`config.mk`:
```
export PLATFORM = sky130hd
export DESIGN_NAME = dw_div_seq_hs_flat
export DESIGN_NICKNAME = d
export VERILOG_FILES = /design/src/rtl/dw_div_seq_hs_if.sv /design/src/rtl/dw_div_seq_hs.sv /design/src/flat_wrapper.sv
export SDC_FILE = /design/constraint.sdc
export NUM_CORES = 1
export LEC_CHECK = 0
export ABC_AREA = 1
export CELL_PAD_IN_SITES_DETAIL_PLACEMENT = 1
export CELL_PAD_IN_SITES_GLOBAL_PLACEMENT = 2
export CORE_MARGIN = 2
export CORE_UTILIZATION = 35
export DETAILED_ROUTE_END_ITERATION = 6
export GPL_TIMING_DRIVEN = 0
export HOLD_SLACK_MARGIN = 0.1
export PLACE_DENSITY_LB_ADDON = 0.1
export SYNTH_ARGS = -nofsm -noshare
export SYNTH_HDL_FRONTEND = slang
export SYNTH_SLANG_ARGS = --single-unit
```
`constraint.sdc`:
```
create_clock -name i_clk -period 4.9 [get_ports i_clk]
set_clock_uncertainty 0.05 [all_clocks]
set_input_delay 0.49 -clock i_clk [delete_from_list [all_inputs] [get_ports i_clk]]
set_output_delay 0.49 -clock i_clk [all_outputs]
set_load 0.02 [all_outputs]
```
`src/rtl/dw_div_seq_hs_if.sv`:
```
// Operand/result handshake bundle for the sequential divider.
// The slave side is the divider; the master side is the producer/consumer.
interface dw_div_seq_hs_if #(
   parameter int A_WIDTH = 32,
   parameter int B_WIDTH = 16
);
   logic               in_valid;
   logic               in_ready;
   logic [A_WIDTH-1:0] a;
   logic [B_WIDTH-1:0] b;
   logic               out_valid;
   logic               out_ready;
   logic [A_WIDTH-1:0] quotient;
   logic [B_WIDTH-1:0] remainder;
   logic               divide_by_0;

   modport master (
      output in_valid, a, b, out_ready,
      input  in_ready, out_valid, quotient, remainder, divide_by_0
   );

   modport slave (
      input  in_valid, a, b, out_ready,
      output in_ready, out_valid, quotient, remainder, divide_by_0
   );
endinterface

```
`src/rtl/dw_div_seq_hs.sv`:
```
// Sequential radix-2 non-restoring divider, one quotient bit per clock,
// with valid/ready handshakes on the operand and result sides.
module dw_div_seq_hs #(
   parameter int A_WIDTH  = 32,
   parameter int B_WIDTH  = 16,
   parameter int TC_MODE  = 0,
   parameter int REM_MODE = 1
) (
   input  logic            i_clk,
   input  logic            i_rst_n,
   input  logic            i_clear,
   dw_div_seq_hs_if.slave  dv
);

   localparam int CW = (A_WIDTH > 1) ? $clog2(A_WIDTH) : 1;

   typedef enum logic [1:0] {S_IDLE, S_CALC, S_FIX, S_DONE} state_t;

   state_t                     r_state;
   state_t                     w_state_nxt;
   logic [CW-1:0]              r_cnt;

   logic                       w_in_ready;
   logic                       w_out_valid;
   logic                       w_accept;
   logic                       w_step;
   logic                       w_fix;

   logic                       r_sa;
   logic                       r_sb;
   logic                       r_bz;
   logic [B_WIDTH-1:0]         r_a_lo;
   logic [B_WIDTH-1:0]         r_bmag;
   logic [A_WIDTH-1:0]         r_q;
   logic signed [B_WIDTH:0]    r_p;

   logic                       w_sa;
   logic                       w_sb;
   logic [A_WIDTH-1:0]         w_amag;
   logic [B_WIDTH-1:0]         w_bmag;
   logic signed [B_WIDTH:0]    w_b_ext;
   logic signed [B_WIDTH:0]    w_p_sh;
   logic signed [B_WIDTH:0]    w_p_nxt;
   logic [B_WIDTH-1:0]         w_rmag;

   logic [A_WIDTH-1:0]         r_quo;
   logic [B_WIDTH-1:0]         r_rem;
   logic                       r_dz;

   function automatic logic [A_WIDTH-1:0] f_quo_sign(input logic [A_WIDTH-1:0] mag,
                                                     input logic sa, input logic sb);
      logic [A_WIDTH-1:0] res;
      res = (sa ^ sb) ? -mag : mag;
      return res;
   endfunction

   // Remainder takes the sign of a; modulus takes the sign of b. Zero stays zero.
   function automatic logic [B_WIDTH-1:0] f_rem_sign(input logic [B_WIDTH-1:0] mag,
                                                     input logic [B_WIDTH-1:0] bmag,
                                                     input logic sa, input logic sb);
      logic [B_WIDTH-1:0] res;
      logic [B_WIDTH-1:0] bs;
      bs  = sb ? -bmag : bmag;
      res = mag;
      if (mag != '0) begin
         if (REM_MODE != 0) begin
            res = sa ? -mag : mag;
         end else begin
            case ({sa, sb})
               2'b01:   res = bs + mag;
               2'b10:   res = bs - mag;
               2'b11:   res = -mag;
               default: res = mag;
            endcase
         end
      end
      return res;
   endfunction

   function automatic logic [A_WIDTH-1:0] f_dz_quo(input logic sa);
      logic [A_WIDTH-1:0] res;
      if (TC_MODE == 0)
         res = '1;
      else
         res = sa ? {1'b1, {(A_WIDTH-1){1'b0}}} : {1'b0, {(A_WIDTH-1){1'b1}}};
      return res;
   endfunction

   always_ff @(posedge i_clk or negedge i_rst_n) begin
      if (!i_rst_n) r_state <= S_IDLE;
      else          r_state <= w_state_nxt;
   end

   always_comb begin
      w_state_nxt = r_state;
      if (i_clear) begin
         w_state_nxt = S_IDLE;
      end else begin
         case (r_state)
            S_IDLE:  if (dv.in_valid)  w_state_nxt = S_CALC;
            S_CALC:  if (r_cnt == '0)  w_state_nxt = S_FIX;
            S_FIX:                     w_state_nxt = S_DONE;
            S_DONE:  if (dv.out_ready) w_state_nxt = S_IDLE;
            default:                   w_state_nxt = S_IDLE;
         endcase
      end
   end

   always_comb begin
      w_in_ready  = 1'b0;
      w_out_valid = 1'b0;
      w_accept    = 1'b0;
      w_step      = 1'b0;
      w_fix       = 1'b0;
      case (r_state)
         S_IDLE: begin
            w_in_ready = 1'b1;
            w_accept   = dv.in_valid & ~i_clear;
         end
         S_CALC:  w_step      = ~i_clear;
         S_FIX:   w_fix       = ~i_clear;
         S_DONE:  w_out_valid = 1'b1;
         default: ;
      endcase
   end

   always_ff @(posedge i_clk or negedge i_rst_n) begin
      if (!i_rst_n)     r_cnt <= '0;
      else if (w_accept) r_cnt <= CW'(A_WIDTH - 1);
      else if (w_step)   r_cnt <= r_cnt - CW'(1);
   end

   // Operand capture: magnitudes only when operands are two's complement
   assign w_sa    = (TC_MODE != 0) && dv.a[A_WIDTH-1];
   assign w_sb    = (TC_MODE != 0) && dv.b[B_WIDTH-1];
   assign w_amag  = w_sa ? -dv.a : dv.a;
   assign w_bmag  = w_sb ? -dv.b : dv.b;

   // Iteration: partial remainder wraps modulo 2^(B_WIDTH+1); the true value always fits
   assign w_b_ext = $signed({1'b0, r_bmag});
   assign w_p_sh  = $signed({r_p[B_WIDTH-1:0], r_q[A_WIDTH-1]});
   assign w_p_nxt = r_p[B_WIDTH] ? (w_p_sh + w_b_ext) : (w_p_sh - w_b_ext);

   always_ff @(posedge i_clk) begin
      if (w_accept) begin
         r_sa   <= w_sa;
         r_sb   <= w_sb;
         r_bz   <= (dv.b == '0);
         r_a_lo <= dv.a[B_WIDTH-1:0];
         r_bmag <= w_bmag;
         r_q    <= w_amag;
         r_p    <= '0;
      end else if (w_step) begin
         r_p    <= w_p_nxt;
         r_q    <= {r_q[A_WIDTH-2:0], ~w_p_nxt[B_WIDTH]};
      end
   end

   // Correction: a negative final partial remainder is restored by one add of |b|
   assign w_rmag = r_p[B_WIDTH] ? (r_p[B_WIDTH-1:0] + r_bmag) : r_p[B_WIDTH-1:0];

   always_ff @(posedge i_clk or negedge i_rst_n) begin
      if (!i_rst_n) begin
         r_quo <= '0;
         r_rem <= '0;
         r_dz  <= 1'b0;
      end else if (w_fix) begin
         r_dz <= r_bz;
         if (r_bz) begin
            r_quo <= f_dz_quo(r_sa);
            r_rem <= r_a_lo;
         end else begin
            r_quo <= f_quo_sign(r_q, r_sa, r_sb);
            r_rem <= f_rem_sign(w_rmag, r_bmag, r_sa, r_sb);
         end
      end
   end

   assign dv.in_ready    = w_in_ready;
   assign dv.out_valid   = w_out_valid;
   assign dv.quotient    = r_quo;
   assign dv.remainder   = r_rem;
   assign dv.divide_by_0 = r_dz;

endmodule

```
`src/flat_wrapper.sv`:
```
// flat-port wrapper written by rule: the top's interface ports become plain ports
module dw_div_seq_hs_flat 
#(
   parameter int A_WIDTH  = 32,
   parameter int B_WIDTH  = 16,
   parameter int TC_MODE  = 0,
   parameter int REM_MODE = 1
)
  (i_clk, i_rst_n, i_clear, dv_in_valid, dv_a, dv_b, dv_out_ready, dv_in_ready, dv_out_valid, dv_quotient, dv_remainder, dv_divide_by_0);
  dw_div_seq_hs_if #(.A_WIDTH(A_WIDTH), .B_WIDTH(B_WIDTH)) dv_i ();
  input  logic i_clk;
  input  logic i_rst_n;
  input  logic i_clear;
  input wire logic [$bits(dv_i.in_valid)-1:0] dv_in_valid;
  input wire logic [$bits(dv_i.a)-1:0] dv_a;
  input wire logic [$bits(dv_i.b)-1:0] dv_b;
  input wire logic [$bits(dv_i.out_ready)-1:0] dv_out_ready;
  output wire logic [$bits(dv_i.in_ready)-1:0] dv_in_ready;
  output wire logic [$bits(dv_i.out_valid)-1:0] dv_out_valid;
  output wire logic [$bits(dv_i.quotient)-1:0] dv_quotient;
  output wire logic [$bits(dv_i.remainder)-1:0] dv_remainder;
  output wire logic [$bits(dv_i.divide_by_0)-1:0] dv_divide_by_0;
  assign dv_i.in_valid = dv_in_valid;
  assign dv_i.a = dv_a;
  assign dv_i.b = dv_b;
  assign dv_i.out_ready = dv_out_ready;
  assign dv_in_ready = dv_i.in_ready;
  assign dv_out_valid = dv_i.out_valid;
  assign dv_quotient = dv_i.quotient;
  assign dv_remainder = dv_i.remainder;
  assign dv_divide_by_0 = dv_i.divide_by_0;
  dw_div_seq_hs #(.A_WIDTH(A_WIDTH), .B_WIDTH(B_WIDTH), .TC_MODE(TC_MODE), .REM_MODE(REM_MODE)) u_core (.i_clk(i_clk), .i_rst_n(i_rst_n), .i_clear(i_clear), .dv(dv_i));
endmodule
```
## Word level (Yosys, flattened, before mapping)

Cells that the tools add are included.

- Word-level logic and storage cells: 46
- Input port bits: 53
- Bits in registers: 138

- Bitwise logic cells: 3
- Mux-type cells: 18
- Reductions and logical operators: 5
- Equal/unequal tests: 6
- $add $sub $neg: 4

Operator list:

| cell | count |
|---|---|
| 2-to-1 mux 32 bit | 3 |
| 2-to-1 mux 16 bit | 2 |
| adder 17 bit | 1 |
| 2-to-1 mux 17 bit | 1 |
| subtractor 17 bit | 1 |
| adder 16 bit | 1 |
| logical NOT 16 bit | 1 |
| 2-to-1 mux 5 bit | 2 |
| 2-to-1 mux 2 bit | 4 |
| case mux 2 bit (4 select lines) | 1 |
| inequality test 3 bit (second input constant) | 2 |
| logical NOT 5 bit | 1 |
| 2-to-1 mux 1 bit | 5 |
| subtractor 5 x 1 -> 5 bit (second input constant) | 1 |
| equality test 2 bit (second input constant) | 2 |
| inequality test 3 x 2 -> 1 bit (second input constant) | 1 |
| AND reduction 3 bit | 1 |
| equality test 2 x 1 -> 1 bit (second input constant) | 1 |
| logical NOT 2 bit | 1 |
| inverter 1 bit | 2 |
| nonzero test 2 bit | 1 |
| bitwise AND 1 bit | 1 |

## Longest topological paths before layout

- Word-level depth: 5
- Gate-level depth with buffers: 20
- Mapped depth without buffers: 20

## Least setup slack after synthesis

Ideal clock, no wire load.

- Kind: reg2reg
- Start point: reg u_core.r_bmag[1]
- End point: reg u_core.r_q[0], data pin
- Arrival time: 2.252 ns
- Path buffers: 0
- Period minus slack after synthesis: 2.555 ns
- Cell stages (with the launch flop): 16
- Setup slack: 2.345 ns
- Path through: edfxtp_1 > inv_1 > ha_1 > nand3_2 > nor2_2 > a21oi_1 > a21oi_1 > xnor2_1 > ha_1 > nand2_1 > nor4_1 > nand2_1 > nand2_2 > nand2_1 > nand3_1 > nand2_1

- Cells in the longest elaborated chain, start to end: 5

Ends and longest elaborated chain:

| what | RTL line | RTL |
|---|---|---|
| from (decl) | dw_div_seq_hs.sv:33 | `logic [B_WIDTH-1:0] r_bmag;` |
| from (signal assigned) | dw_div_seq_hs.sv:150 | `r_bmag <= w_bmag;` |
| subtractor 17 bit / adder 17 bit (equally long branches) | dw_div_seq_hs.sv:142 | `assign w_p_nxt = r_p[B_WIDTH] ? (w_p_sh + w_b_ext) : (w_p_sh - w_b_ext);` |
| 2-to-1 mux 17 bit (*) | dw_div_seq_hs.sv:142 |  |
| inverter 1 bit (*) | dw_div_seq_hs.sv:155 | `r_q <= {r_q[A_WIDTH-2:0], ~w_p_nxt[B_WIDTH]};` |
| 2-to-1 mux 32 bit (*) | dw_div_seq_hs.sv:153 | `end else if (w_step) begin` |
| 2-to-1 mux 32 bit (*) | dw_div_seq_hs.sv:145 | `if (w_accept) begin` |
| to (signal assigned) | dw_div_seq_hs.sv:151 | `r_q <= w_amag;` |
| to (signal assigned) | dw_div_seq_hs.sv:155 |  |
| to (decl) | dw_div_seq_hs.sv:34 | `logic [A_WIDTH-1:0] r_q;` |

Every way passes the cells marked *; elsewhere a longest branch is shown, timed or not. The select of a mux whose other input is x is not followed.
A chain may end at the register's enable or synchronous reset.

## Worst setup path in the final report

Ends and elaborated chain as after synthesis.

==> metrics.md <==
| Metric | Value |
|---|---|
| Outcome | finished clean |
| Startpoint Class | flop |
| Post-synth EDFFs | 65 |
| PortBufs | 103 |
| Reg clk slew, reported paths | 0.07 ns |
| Max Cap Viol | 0 |
| CTS tree | yes |
| Grt total ovfl | 0 |
| Die width | 153 um |
| Top FF cell, synth | edfxtp_1 |
| Reg2Reg Depth | 18 |
| Synth cell types | 47 |
| Routability cong. | 0.780 |
| Layout cell share with drive strength beyond 1 | 0.0707 |
| Crit-path max FO | 5 |
| Crit path cell chain | inv_1 > nand3_1 > nor2_2 > nand4_1 > nor3_2 > nor2_1 > xor2_1 > ha_1 > a21oi_1 > o21ai_1 > nand2_1 > nand2_1 > inv_1 > nand2_2 > inv_1 > nand2_1 > nand3_1 > nand2_1 |
| Power Density | 649 nW/um^2 |
| CP dominant cell by count | nand2_1 |
| Data required time at the worst endpoint | 5.04 ns |
| TritonCTS buffer count | 17 |
| CTS H-tree lvls | 4 |
| Setup slack after layout | 1.79 ns |
| Avg WL per Cell | 17.7 um |
| Initial antenna violation count | 0 |
| Sequential area share after synthesis | 0.474 |
| Final #Nets | 1183 |
| Minimum clock period | 3.11 ns |
| Syn nets | 1061 |
| Worst hold slack | 0.0692 ns |
| Die H | 153 um |
| Largest net degree at the start of global routing | 57 |
| Worst-Margin Slew | 0.853 ns |
| Cts-stage hold buffer count | 0 |
| Period utilisation layout | 0.635 |
| Cell Rows | 54 |
| Final Cell Area | 9760 um^2 |
| Syn Inst Count | 968 |
| First-pass GRT wire length | 39600 um |
| Arr. time, crit path | 3.25 ns |
| RSZ-0062 raised after global routing | false |
| Cell Area, Synth | 7790 um^2 |
| Setup TNS | 0 ns |
| DR pass1 iterations | 7 |
| Post-synthesis register bit count | 138 |
| Die ar. | 23500 um^2 |
| Max_slew headroom | 0.431 |
| Area of placed instances | 9170 um^2 |
| Static Leakage | 4.41 nW |
| Endpoints failing setup | 0 |
| Clock root buffer | clkbuf_16 |
| All-Layer GR Usage | 0.216 |
| Top post-synthesis cells by area | edfxtp_1 (25%), dfrtp_1 (18%), nand2_1 (12%) |
| Diode count | 0 |
| Average size of a mapped cell | 8.05 um^2 |
| Power, Total | 6.34 mW |
| Total I/O pin count | 104 |
| Max Buffers Root-to-Sink | 2 |
| DP HPWL | 18400 um |
| Clock sinks | 138 |
| Placed cell count | 1351 |
| Slowest stage delay, CP | 0.40 ns |
| Final wirelength | 24400 um |
| Top-count cell post-synth | nand2_1 |
| Fmax | 321 MHz |
| Slew Limit Fails | 0 |
| Post-CTS Setup Bufs | 0 |
| Post_cts resized | 0 |
| Clk_lat worst skew | 0.43 ns |
| Yosys top cell by area | edfxtp_1 |
| DR iter-0 viols | 279 |
| Asr flop ratio synth | 0.406 |
| YS warnings | 0 |
| Hold Violations, Final | 0 |
| # DRC | 0 |
| Vias | 6790 |
| Synthesis-to-layout area growth | 25.2% |
| Place WS | 1.82 ns |
| Antenna-violating nets left | 0 |
| Critical path class | flop to flop |
| Worst path slowest cell | edfxtp_1 |
| Vias in the first global route | 7220 |
| Crit end category | flop |
| Yosys top cell area share | 0.250 |
| Initial Util | 0.357 |
| DR vias/cell | 4.91 |
| Peak VDD IR | 0.326 mV |
| Core Region | 21800 um^2 |
| Layout Cells excl Fill | 1383 |
| Post-synth top cells | nand2_1 (250), inv_1 (129), nor2_1 (95) |
| Fin util | 0.447 |
| Worst hold-check path type | primary input to asynchronous set/reset pin |
## cells in the final DEF, fill, tap and decap left out, drive strengths merged
cell / instances
a211oi: 2
a21oi: 83
a22oi: 2
a31oi: 2
a32o: 1
and2: 1
buf: 23
bufinv: 1
clkbuf: 23
clkdlybuf4s50: 102
clkinv: 2
dfrtp: 56
dfxtp: 17
edfxtp: 65
fa: 2
ha: 38
inv: 146
nand2: 254
nand3: 53
nand3b: 4
nand4: 6
nor2: 101
nor3: 6
nor3b: 1
nor4: 6
o211ai: 1
o21a: 2
o21ai: 78
o21bai: 2
o22ai: 1
o311ai: 1
o31ai: 2
or2: 2
xnor2: 7
xor2: 10
## layer usage
metal  track usage  part of all wire  vias to the layer above
met5             0                 0                        -
met4        0.0463            0.0099                        0
met3        0.0570             0.051                       18
met2         0.357              0.47                      122
met1         0.286              0.47                     3245
li1              -                 -                     3405
## worst paths after layout
check | start | endpoint | slack [ns]
min in group i_clk | u_core.dv.remainder[14] | u_core.dv.remainder[14] | 0.43
worst min-delay path | i_rst_n | u_core.dv.quotient[26] | 0.07
worst min register to register | u_core.dv.remainder[14] | u_core.dv.remainder[14] | 0.43
worst max-delay path | u_core.r_bmag[1] | u_core.r_q[0] | 1.79
max in group asynchronous | i_rst_n | u_core.dv.remainder[13] | 4.17
worst max register to register | u_core.r_bmag[1] | u_core.r_q[0] | 1.79
## where the power goes
part | switching, mW | internal [mW] | total [mW] | leakage (nW)
clock | 0.605 | 0.738 | 1.34 | 0.294
combinational | 1.88 | 1.15 | 3.03 | 2.76
sequential | 0.291 | 1.67 | 1.97 | 1.36
## cell type report
type / instances / area [um^2]
inverter: 135 / 507
clock inverter: 14 / 149
timing repair buffer: 103 / 1030
clock buffer: 18 / 439
multi-input combinational: 668 / 3430
fill: 2642 / 12100
buffer: 27 / 166
tap: 280 / 350
sequential: 138 / 3690
## flip-flops by register name (all words and copies together), names as in the netlist
name / flops
u_core.r_p: 17
u_core.dv.remainder: 16
u_core.r_a_lo: 16
u_core.r_state: 2
u_core.r_bz: 1
u_core.r_cnt: 5
u_core.r_q: 32
u_core.dv.divide_by_0: 1
u_core.r_bmag: 16
u_core.dv.quotient: 32
## kinds of logic (layout without fill, tap and decap cells)
kind of cell | after synthesis | after routing | share of synthesized area
fa+ha+maj | 40 | 40 | 0.0661
simple gates | 434 | 434 | 0.235
xor+xnor | 17 | 17 | 0.0191
buf+inv | 162 | 297 | 0.0864
flops | 138 | 138 | 0.474
compound gates | 177 | 177 | 0.120
## worst max-delay path: cells and delay by family, from the launching register on
kind | cells | cell delay, ns
flip-flops | 1 | 0.40
adder cells (fa/ha/maj) | 1 | 0.36
AO/OA/AOI/OAI | 2 | 0.33
XOR/XNOR | 1 | 0.18
buffers and inverters | 3 | 0.29
AND/OR/NAND/NOR | 11 | 1.26
(Power assumes the default switching activity.)
